File: src/rtl/pipe_pkg.sv
// Shared pipeline-control definitions: FSM state encoding, bubble encoding
// and default register-address width.
package pipe_pkg;

    // Default register-address width (32 architectural registers).
    localparam int REG_AW_DEF = 5;

    // A bubble is an all-zeros pipeline-register image (decodes as a NOP).
    localparam logic [31:0] BUBBLE_INSN = 32'h0000_0000;

    // Hazard-controller FSM states; encoding 2'd3 is unused and treated as ERROR.
    typedef enum logic [1:0] {
        ST_RUN      = 2'd0,
        ST_MEM_WAIT = 2'd1,
        ST_ERROR    = 2'd2
    } ctrl_state_t;

endpackage

File: src/rtl/hazard_detect.sv
// Pure combinational hazard decode: load-use dependency and memory stall.
module hazard_detect
    import pipe_pkg::*;
#(
    parameter int REG_AW = REG_AW_DEF
) (
    input  logic [REG_AW-1:0] id_rs1,
    input  logic [REG_AW-1:0] id_rs2,
    input  logic              id_use_rs1,
    input  logic              id_use_rs2,
    input  logic              ex_mem_read,
    input  logic [REG_AW-1:0] ex_rd,
    input  logic              mem_req,
    input  logic              dmem_ready,
    output logic              load_use,
    output logic              mem_stall
);

    logic rs1_hit;
    logic rs2_hit;

    // Register 0 is hard-wired zero, so a load targeting it never creates a dependency.
    assign rs1_hit   = id_use_rs1 && (id_rs1 == ex_rd);
    assign rs2_hit   = id_use_rs2 && (id_rs2 == ex_rd);
    assign load_use  = ex_mem_read && (ex_rd != '0) && (rs1_hit || rs2_hit);
    assign mem_stall = mem_req && !dmem_ready;

endmodule

File: src/rtl/hazard_seq_ctrl.sv
// Pipeline hazard sequencer: stalls on memory waits and load-use hazards,
// flushes on taken branches, and locks into ERROR on a memory-wait timeout.
// Optional performance counters are built when HAZARD_PERF_CNT_EN is defined.
module hazard_seq_ctrl
    import pipe_pkg::*;
#(
    parameter int REG_AW   = REG_AW_DEF,
    parameter int WAIT_MAX = 15,
    parameter int CNT_W    = 32
) (
    input  logic              clk,
    input  logic              reset,
    input  logic [REG_AW-1:0] id_rs1,
    input  logic [REG_AW-1:0] id_rs2,
    input  logic              id_use_rs1,
    input  logic              id_use_rs2,
    input  logic              ex_mem_read,
    input  logic [REG_AW-1:0] ex_rd,
    input  logic              ex_br_taken,
    input  logic              mem_req,
    input  logic              dmem_ready,
    output logic              pc_we,
    output logic              if_id_we,
    output logic              id_ex_we,
    output logic              ex_mem_we,
    output logic              if_id_flush,
    output logic              id_ex_flush,
    output logic [1:0]        state_o,
    output logic              err_o,
    output logic [CNT_W-1:0]  stall_cnt,
    output logic [CNT_W-1:0]  flush_cnt
);

    localparam logic [7:0] WAIT_LIM = 8'(WAIT_MAX);

    ctrl_state_t state;
    logic [7:0]  wait_cnt;
    logic        err_q;
    logic        load_use;
    logic        mem_stall;
    logic        active;

    hazard_detect #(.REG_AW(REG_AW)) u_detect (
        .id_rs1      (id_rs1),
        .id_rs2      (id_rs2),
        .id_use_rs1  (id_use_rs1),
        .id_use_rs2  (id_use_rs2),
        .ex_mem_read (ex_mem_read),
        .ex_rd       (ex_rd),
        .mem_req     (mem_req),
        .dmem_ready  (dmem_ready),
        .load_use    (load_use),
        .mem_stall   (mem_stall)
    );

    // Hazard decode only matters in RUN/MEM_WAIT and outside reset.
    assign active = !reset && (state == ST_RUN || state == ST_MEM_WAIT);

    // State, wait counter and sticky error; a saturated wait at the limit locks into ERROR.
    // NOTE: sequential state uses non-blocking (<=) so every register samples pre-edge values.
    always_ff @(posedge clk) begin
        if (reset) begin
            state    <= ST_RUN;
            wait_cnt <= 8'd0;
            err_q    <= 1'b0;
        end else begin
            case (state)
                ST_RUN, ST_MEM_WAIT: begin
                    if (mem_stall) begin
                        if (wait_cnt >= WAIT_LIM) begin
                            state <= ST_ERROR;
                            err_q <= 1'b1;
                        end else begin
                            state    <= ST_MEM_WAIT;
                            wait_cnt <= (wait_cnt == 8'hFF) ? wait_cnt : wait_cnt + 8'd1;
                        end
                    end else begin
                        state    <= ST_RUN;
                        wait_cnt <= 8'd0;
                    end
                end
                default: begin
                    state <= ST_ERROR;
                    err_q <= 1'b1;
                end
            endcase
        end
    end

    // Zero-latency enable/flush muxing: reset, mem_stall, branch, load-use, normal.
    // NOTE: every output gets a default first so no path through the block infers a latch.
    always_comb begin
        pc_we       = 1'b0;
        if_id_we    = 1'b0;
        id_ex_we    = 1'b0;
        ex_mem_we   = 1'b0;
        if_id_flush = 1'b0;
        id_ex_flush = 1'b0;
        if (reset) begin
            if_id_flush = 1'b1;
            id_ex_flush = 1'b1;
        end else if (active && !mem_stall) begin
            pc_we     = 1'b1;
            if_id_we  = 1'b1;
            id_ex_we  = 1'b1;
            ex_mem_we = 1'b1;
            if (ex_br_taken) begin
                if_id_flush = 1'b1;
                id_ex_flush = 1'b1;
            end else if (load_use) begin
                pc_we       = 1'b0;
                if_id_we    = 1'b0;
                id_ex_flush = 1'b1;
            end
        end
    end

    assign state_o = state;
    assign err_o   = err_q;

`ifdef HAZARD_PERF_CNT_EN
    logic stall_evt;
    logic flush_evt;

    // A discarded load-use (branch in the same cycle) does not count as a stall.
    assign stall_evt = active && (mem_stall || (load_use && !ex_br_taken));
    assign flush_evt = active && !mem_stall && ex_br_taken;

    // Saturating performance counters.
    always_ff @(posedge clk) begin
        if (reset) begin
            stall_cnt <= '0;
            flush_cnt <= '0;
        end else begin
            if (stall_evt && stall_cnt != '1) stall_cnt <= stall_cnt + CNT_W'(1);
            if (flush_evt && flush_cnt != '1) flush_cnt <= flush_cnt + CNT_W'(1);
        end
    end
`else
    assign stall_cnt = '0;
    assign flush_cnt = '0;
`endif

endmodule

File: config.mk
export PLATFORM = sky130hd
export DESIGN_NAME = hazard_seq_ctrl
export DESIGN_NICKNAME = d
export VERILOG_FILES = /design/src/rtl/pipe_pkg.sv /design/src/rtl/hazard_detect.sv /design/src/rtl/hazard_seq_ctrl.sv
export SDC_FILE = /design/constraint.sdc
export NUM_CORES = 1
export LEC_CHECK = 0
export ABC_CLOCK_PERIOD_IN_PS = 1700
export BUFFER_PORTS_ARGS = -buffer_cell sky130_fd_sc_hd__buf_2
export CAP_MARGIN = 20
export CORE_MARGIN = 10
export CORE_UTILIZATION = 34
export DETAILED_ROUTE_END_ITERATION = 12
export GPL_ROUTABILITY_DRIVEN = 0
export PLACE_DENSITY_LB_ADDON = 0.3
export SLEW_MARGIN = 20
export SYNTH_ARGS = -nofsm -noshare
export SYNTH_HDL_FRONTEND = slang
export SYNTH_SLANG_ARGS = --single-unit
File: constraint.sdc
create_clock -name clk -period 1.7 [get_ports clk]
set_input_delay 0.34 -clock clk [delete_from_list [all_inputs] [get_ports clk]]
set_output_delay 0.34 -clock clk [all_outputs]
set_load 0.005 [all_outputs]
Yosys cells after proc, flatten, opt, wreduce, memory -nomap -nowiden
Index checks and enable logic that the tools add are counted.
- magnitude comparators: 1
- bitwise operators: 2
- reductions and logical operators: 18
- equality and inequality tests: 8
- add/sub/neg operators: 1
- multiplexer cells: 22
- operator list (kind ; count):
    $mux W8 ; 3
    $mux W1 ; 16
    $eq A5 B5 Y1 ; 2
    $add A8 B1 Y8 const B ; 1
    $eq A8 B8 Y1 const B ; 1
    $ge A8 B4 Y1 const B ; 1
    $ne A2 B2 Y1 const B ; 4
    $logic_and A1 B1 Y1 ; 7
    $mux W2 ; 3
    $reduce_bool A5 Y1 ; 1
    $logic_not A1 Y1 ; 3
    $reduce_and A3 Y1 ; 1
    $reduce_or A3 Y1 ; 1
    $eq A2 B1 Y1 const B ; 1
    $logic_not A2 Y1 ; 1
    $logic_or A1 B1 Y1 ; 2
    $not A1 Y1 ; 2
    $reduce_and A2 Y1 ; 1
    $reduce_or A2 Y1 ; 1
- bits of input ports: 23
- register bits: 11
- output and inout bits: 73
- word-level logic and storage cells: 56

Logic depth before layout (Yosys ltp)
- depth after elaboration: 8
- mapped depth: 5
- mapped depth without buffers: 5

By module
A second synthesis with hierarchy kept.
- cell total of the unflattened synthesis: 140
- area, all modules: 1161.1 µm²
- by module, submodules not included (module ; times used ; area each (µm²) ; cells each ; sequential area each (µm²)):
    hazard_seq_ctrl ; 1 ; 1021.0 ; 122 ; 220.2
    hazard_detect ; 1 ; 140.1 ; 18 ; 0.0

Least setup slack after synthesis
No wires, ideal clock.
- kind: input to output
- start point: in ex_rd[3]
- end point: out pc_we
- path buffers: 1
- slack: 0.041 ns
- arrival: 1.319 ns
- data required time: 1.360 ns
- cell stages on the path: 5
- cell sequence: xor2_1 nor4_1 a32oi_1 o31a_1 buf_4
- longest elaborated chain between the ends: 8
- elaborated cells between the ends (all ways): 12
- classes of those cells: 2 x eq/ne; 4 x mux; 6 x reduce/logical
- ends and longest elaborated chain (item ; line ; RTL):
    from (decl) ; hazard_seq_ctrl.sv:18 ; input logic [REG_AW-1:0] ex_rd,
    $eq A5 B5 Y1 (on tied branches) ; hazard_detect.sv:23, hazard_detect.sv:24 ;
    $logic_and A1 B1 Y1 (on tied branches) ; hazard_detect.sv:23, hazard_detect.sv:24 ;
    $logic_or A1 B1 Y1 ; hazard_detect.sv:25 ; assign load_use = ex_mem_read && (ex_rd != '0) && (rs1_hit || rs2_hit);
    $logic_and A1 B1 Y1 (*) ; hazard_detect.sv:25 ;
    $mux W1 (*) (4 in series) ; n/a ;
    to (decl) ; hazard_seq_ctrl.sv:22 ; output logic pc_we,
Mark *: on every way between the ends. The rest lies on a longest branch, timed or not.

Final worst setup path
- start point: in id_rs1[2]
- end point: out pc_we
- longest elaborated chain between the ends: 8
- ends and longest elaborated chain (item ; line ; RTL):
    from (decl) ; hazard_seq_ctrl.sv:13 ; input logic [REG_AW-1:0] id_rs1,
    $eq A5 B5 Y1 ; hazard_detect.sv:23 ; assign rs1_hit = id_use_rs1 && (id_rs1 == ex_rd);
    $logic_and A1 B1 Y1 ; hazard_detect.sv:23 ;
    $logic_or A1 B1 Y1 ; hazard_detect.sv:25 ;
    $logic_and A1 B1 Y1 ; hazard_detect.sv:25 ;
    $mux W1 ; hazard_seq_ctrl.sv:110 ; end else if (load_use) begin
    $mux W1 ; hazard_seq_ctrl.sv:107 ; if (ex_br_taken) begin
    $mux W1 ; hazard_seq_ctrl.sv:102 ; end else if (active && !mem_stall) begin
    $mux W1 ; hazard_seq_ctrl.sv:99 ; if (reset) begin
No other way between the ends.

==> key figures <==
Timing
  • Worst setup slack after layout: -0.0772 ns
  • Setup TNS: -0.231 ns
  • Slew Viols, Final: 0
  • Worst Skew: 0.00116 ns
  • Endpoints failing setup: 3
  • Final Hold Viols: 0
  • Period utilization: 105%
  • Max Fclk: 563 MHz
  • RSZ-0062 raised after global routing: yes
  • Tmin final: 1.78 ns

Run status
  • Outcome: complete, but fails checks
  • Failing checks: negative setup slack

Power and ir drop
  • Seq pwr share: 44.2%
  • Sw Pwr: 0.000177 W
  • VDD IR max: 0.000310 V
  • Logic pwr share: 26.1%
  • Clock share of power: 29.7%
  • Leakage: 0.635 nW
  • Total power: 0.000590 W
  • Power Internal: 0.000413 W
  • Power Density: 489 nW/um^2
  • Switching Share: 30.1%

Floorplanning
  • Core area: 3100 sq um
  • FP Rows: 20
  • Initial core utilization: 36.1%
  • I/O pin cnt: 96
  • Die span in x: 77.4 um
  • Die Area: 5990 sq um
  • Die Span Y: 77.4 um

Layout
  • Net count, final: 201
  • Share of cells above drive strength 1: 29.0%
  • Diode count: 0
  • Syn-to-layout area delta: 7.70%
  • Commonest non-fill, non-tap cell in the layout: conb_1
  • Most frequent cells in the layout: conb_1, buf_2, dfxtp_1, buf_4, xor2_1
  • Final Instance Area: 1210 sq um
  • Final non-filler cell total: 220

Synthesis
  • Post-synth top area share: 44.2%
  • Synth area leaders: buf_4, dfxtp_1, xor2_1
  • Top FF cell, synth: dfxtp_1
  • Post-synth EDFFs: 0
  • Synthesized area: 1120 sq um
  • Mean Syn Cell Area: 8.18 sq um
  • Synth Instances: 137
  • Netlist cell types: 35
  • Async SR Flop Fraction: 0%
  • Number of synthesized register bits: 11
  • YS warnings: 0
  • Post-synth top area cell: buf_4
  • Sequential fraction of the synthesis area: 19.6%

Hold path
  • Class of the worst hold path: in -> reg

Clock network
  • CTS clock-pin slew for the worst setup and hold paths: 0.07 ns
  • TritonCTS clock tree: built
  • Clock tree buffer depth: 2
  • Clock Tree Root: clkbuf_4
  • Worst-Skew Late Latency: 0.26 ns
  • Num CTS Buffers: 3
  • H-tree levels: 1
  • Post-CTS setup buffer count: 0
  • Clock sink count: 11

Routing
  • WL per Instance: 11.9 um
  • Via-per-instance ratio: 3.72
  • Antenna-violating nets left: 0
  • Drt drc: 0
  • Via count: 818
  • Total wire length: 2620 um
  • Initial detailed-routing violation count: 13
  • DR pass1 iterations: 4

Placement
  • Placed cell count: 216
  • DP HPWL: 2320 um
  • Port Buffer Count: 31
  • Placed standard-cell area: 1130 sq um

Flow run
  • Max Cap Viol: 0

Setup path
  • Critical path class: in -> out
  • Worst setup EP type: primary output
  • Worst EP required: 1.36 ns
  • Critical Path Fanout Max: 2
  • Worst setup SP type: input pin
  • Arrival time of the worst setup path: 1.44 ns

Global route
  • Initial antenna violation count: 0
  • Tot GR Track Use: 8.02%
  • Vias in the first global route: 871
  • First-pass GRT wire length: 4060 um
  • Largest net degree at the start of global routing: 12
  • GRT overflow: 0
-- cell type report --
cell class,instances,area [sq um]
inverter,1,3.75
clock buffer,3,22.5
tap,44,55.1
sequential,11,220
multi-input combinational,120,647
clock inverter,1,5.00
fill,349,1900
timing repair buffer,40,254
-- synthesized netlist by cell type, types with 2 or more instances --
cell      number
nor4_1         4
xor2_1         8
xnor2_1        2
dfxtp_1       11
buf_4         66
o31ai_1        2
nand3_1        2
or4_1          2
nor2_1         4
and2_1         2
clkbuf_1       2
a21oi_1        6
nor3_1         2
o21ai_0        3
-- critical path, stage by stage --
cell	delay (ns)
buf_6	0.09
xor2_1	0.15
nor4_2	0.27
a32oi_1	0.15
o31a_1	0.30
buf_2	0.13
-- metal layers --
| layer | GRT usage [%] | routed length, um | share of wire, % |
|---|---|---|---|
| met5 | 0 | 0 | 0 |
| met4 | 2.74 | 28 | 1.1 |
| met3 | 4.61 | 303 | 12 |
| met2 | 14.1 | 1310 | 50 |
| met1 | 7.71 | 968 | 37 |
-- power groups by stage --
stage                     clock (W)  sequential [W]  combinational (W)
after floorplan                   0        0.000267           0.000183
after global placement            0        0.000267           0.000134
after detailed placement          0        0.000267           0.000133
after CTS                  0.000183        0.000261           0.000142
after global routing       0.000194        0.000261           0.000177
final                      0.000175        0.000261           0.000154
-- path summary, 6_finish.rpt --
kind / end / slack, ns / start / cells past startpoint
hold / removal: wait_cnt[0]$_SDFFE_PP0P_ / 0.43 / reset / 3
setup reg to reg: wait_cnt[2]$_SDFFE_PP0P_ / 0.21 / wait_cnt[4]$_SDFFE_PP0P_ / 4
setup / recovery: pc_we / -0.08 / id_rs1[2] / 6
hold reg to reg: err_o$_SDFFE_PP0P_ / 0.50 / err_o$_SDFFE_PP0P_ / 2
-- logic make-up after synthesis --
kind of cell | after synthesis | share of synthesized area (%)
xor gates and xnor gates | 10 | 7.81
other | 1 | 0.335
AOI/OAI and AO/OA | 16 | 8.93
and+or+nand+nor | 29 | 17.0
adders and majority gates | 1 | 1.12
DFF | 11 | 19.6
buffers and inverters | 69 | 45.2
-- state kept, by name, indices dropped and copies added, names as in the netlist --
register and flops:
wait_cnt 8, state_o 2, err_o 1
-- through the flow --
stage	util [%]	worst slack, ns	hold slack (ns)
after global routing	38.9	-0.170	0.450
after floorplan	-	0.0411	0.466
after CTS	38.5	-0.127	0.426
after detailed placement	36.5	-0.183	0.471
after global placement	36.5	-0.182	0.473
final	38.9	-0.0772	0.430
-- timing repair --
action | CTS | global route
gates resized for setup | 7 | 2
hold buffers | 0 | 0
setup endpoints to repair | 3 | 3
pin swaps | 7 | 3
No activity file was read; power rests on OpenSTA's default activity.
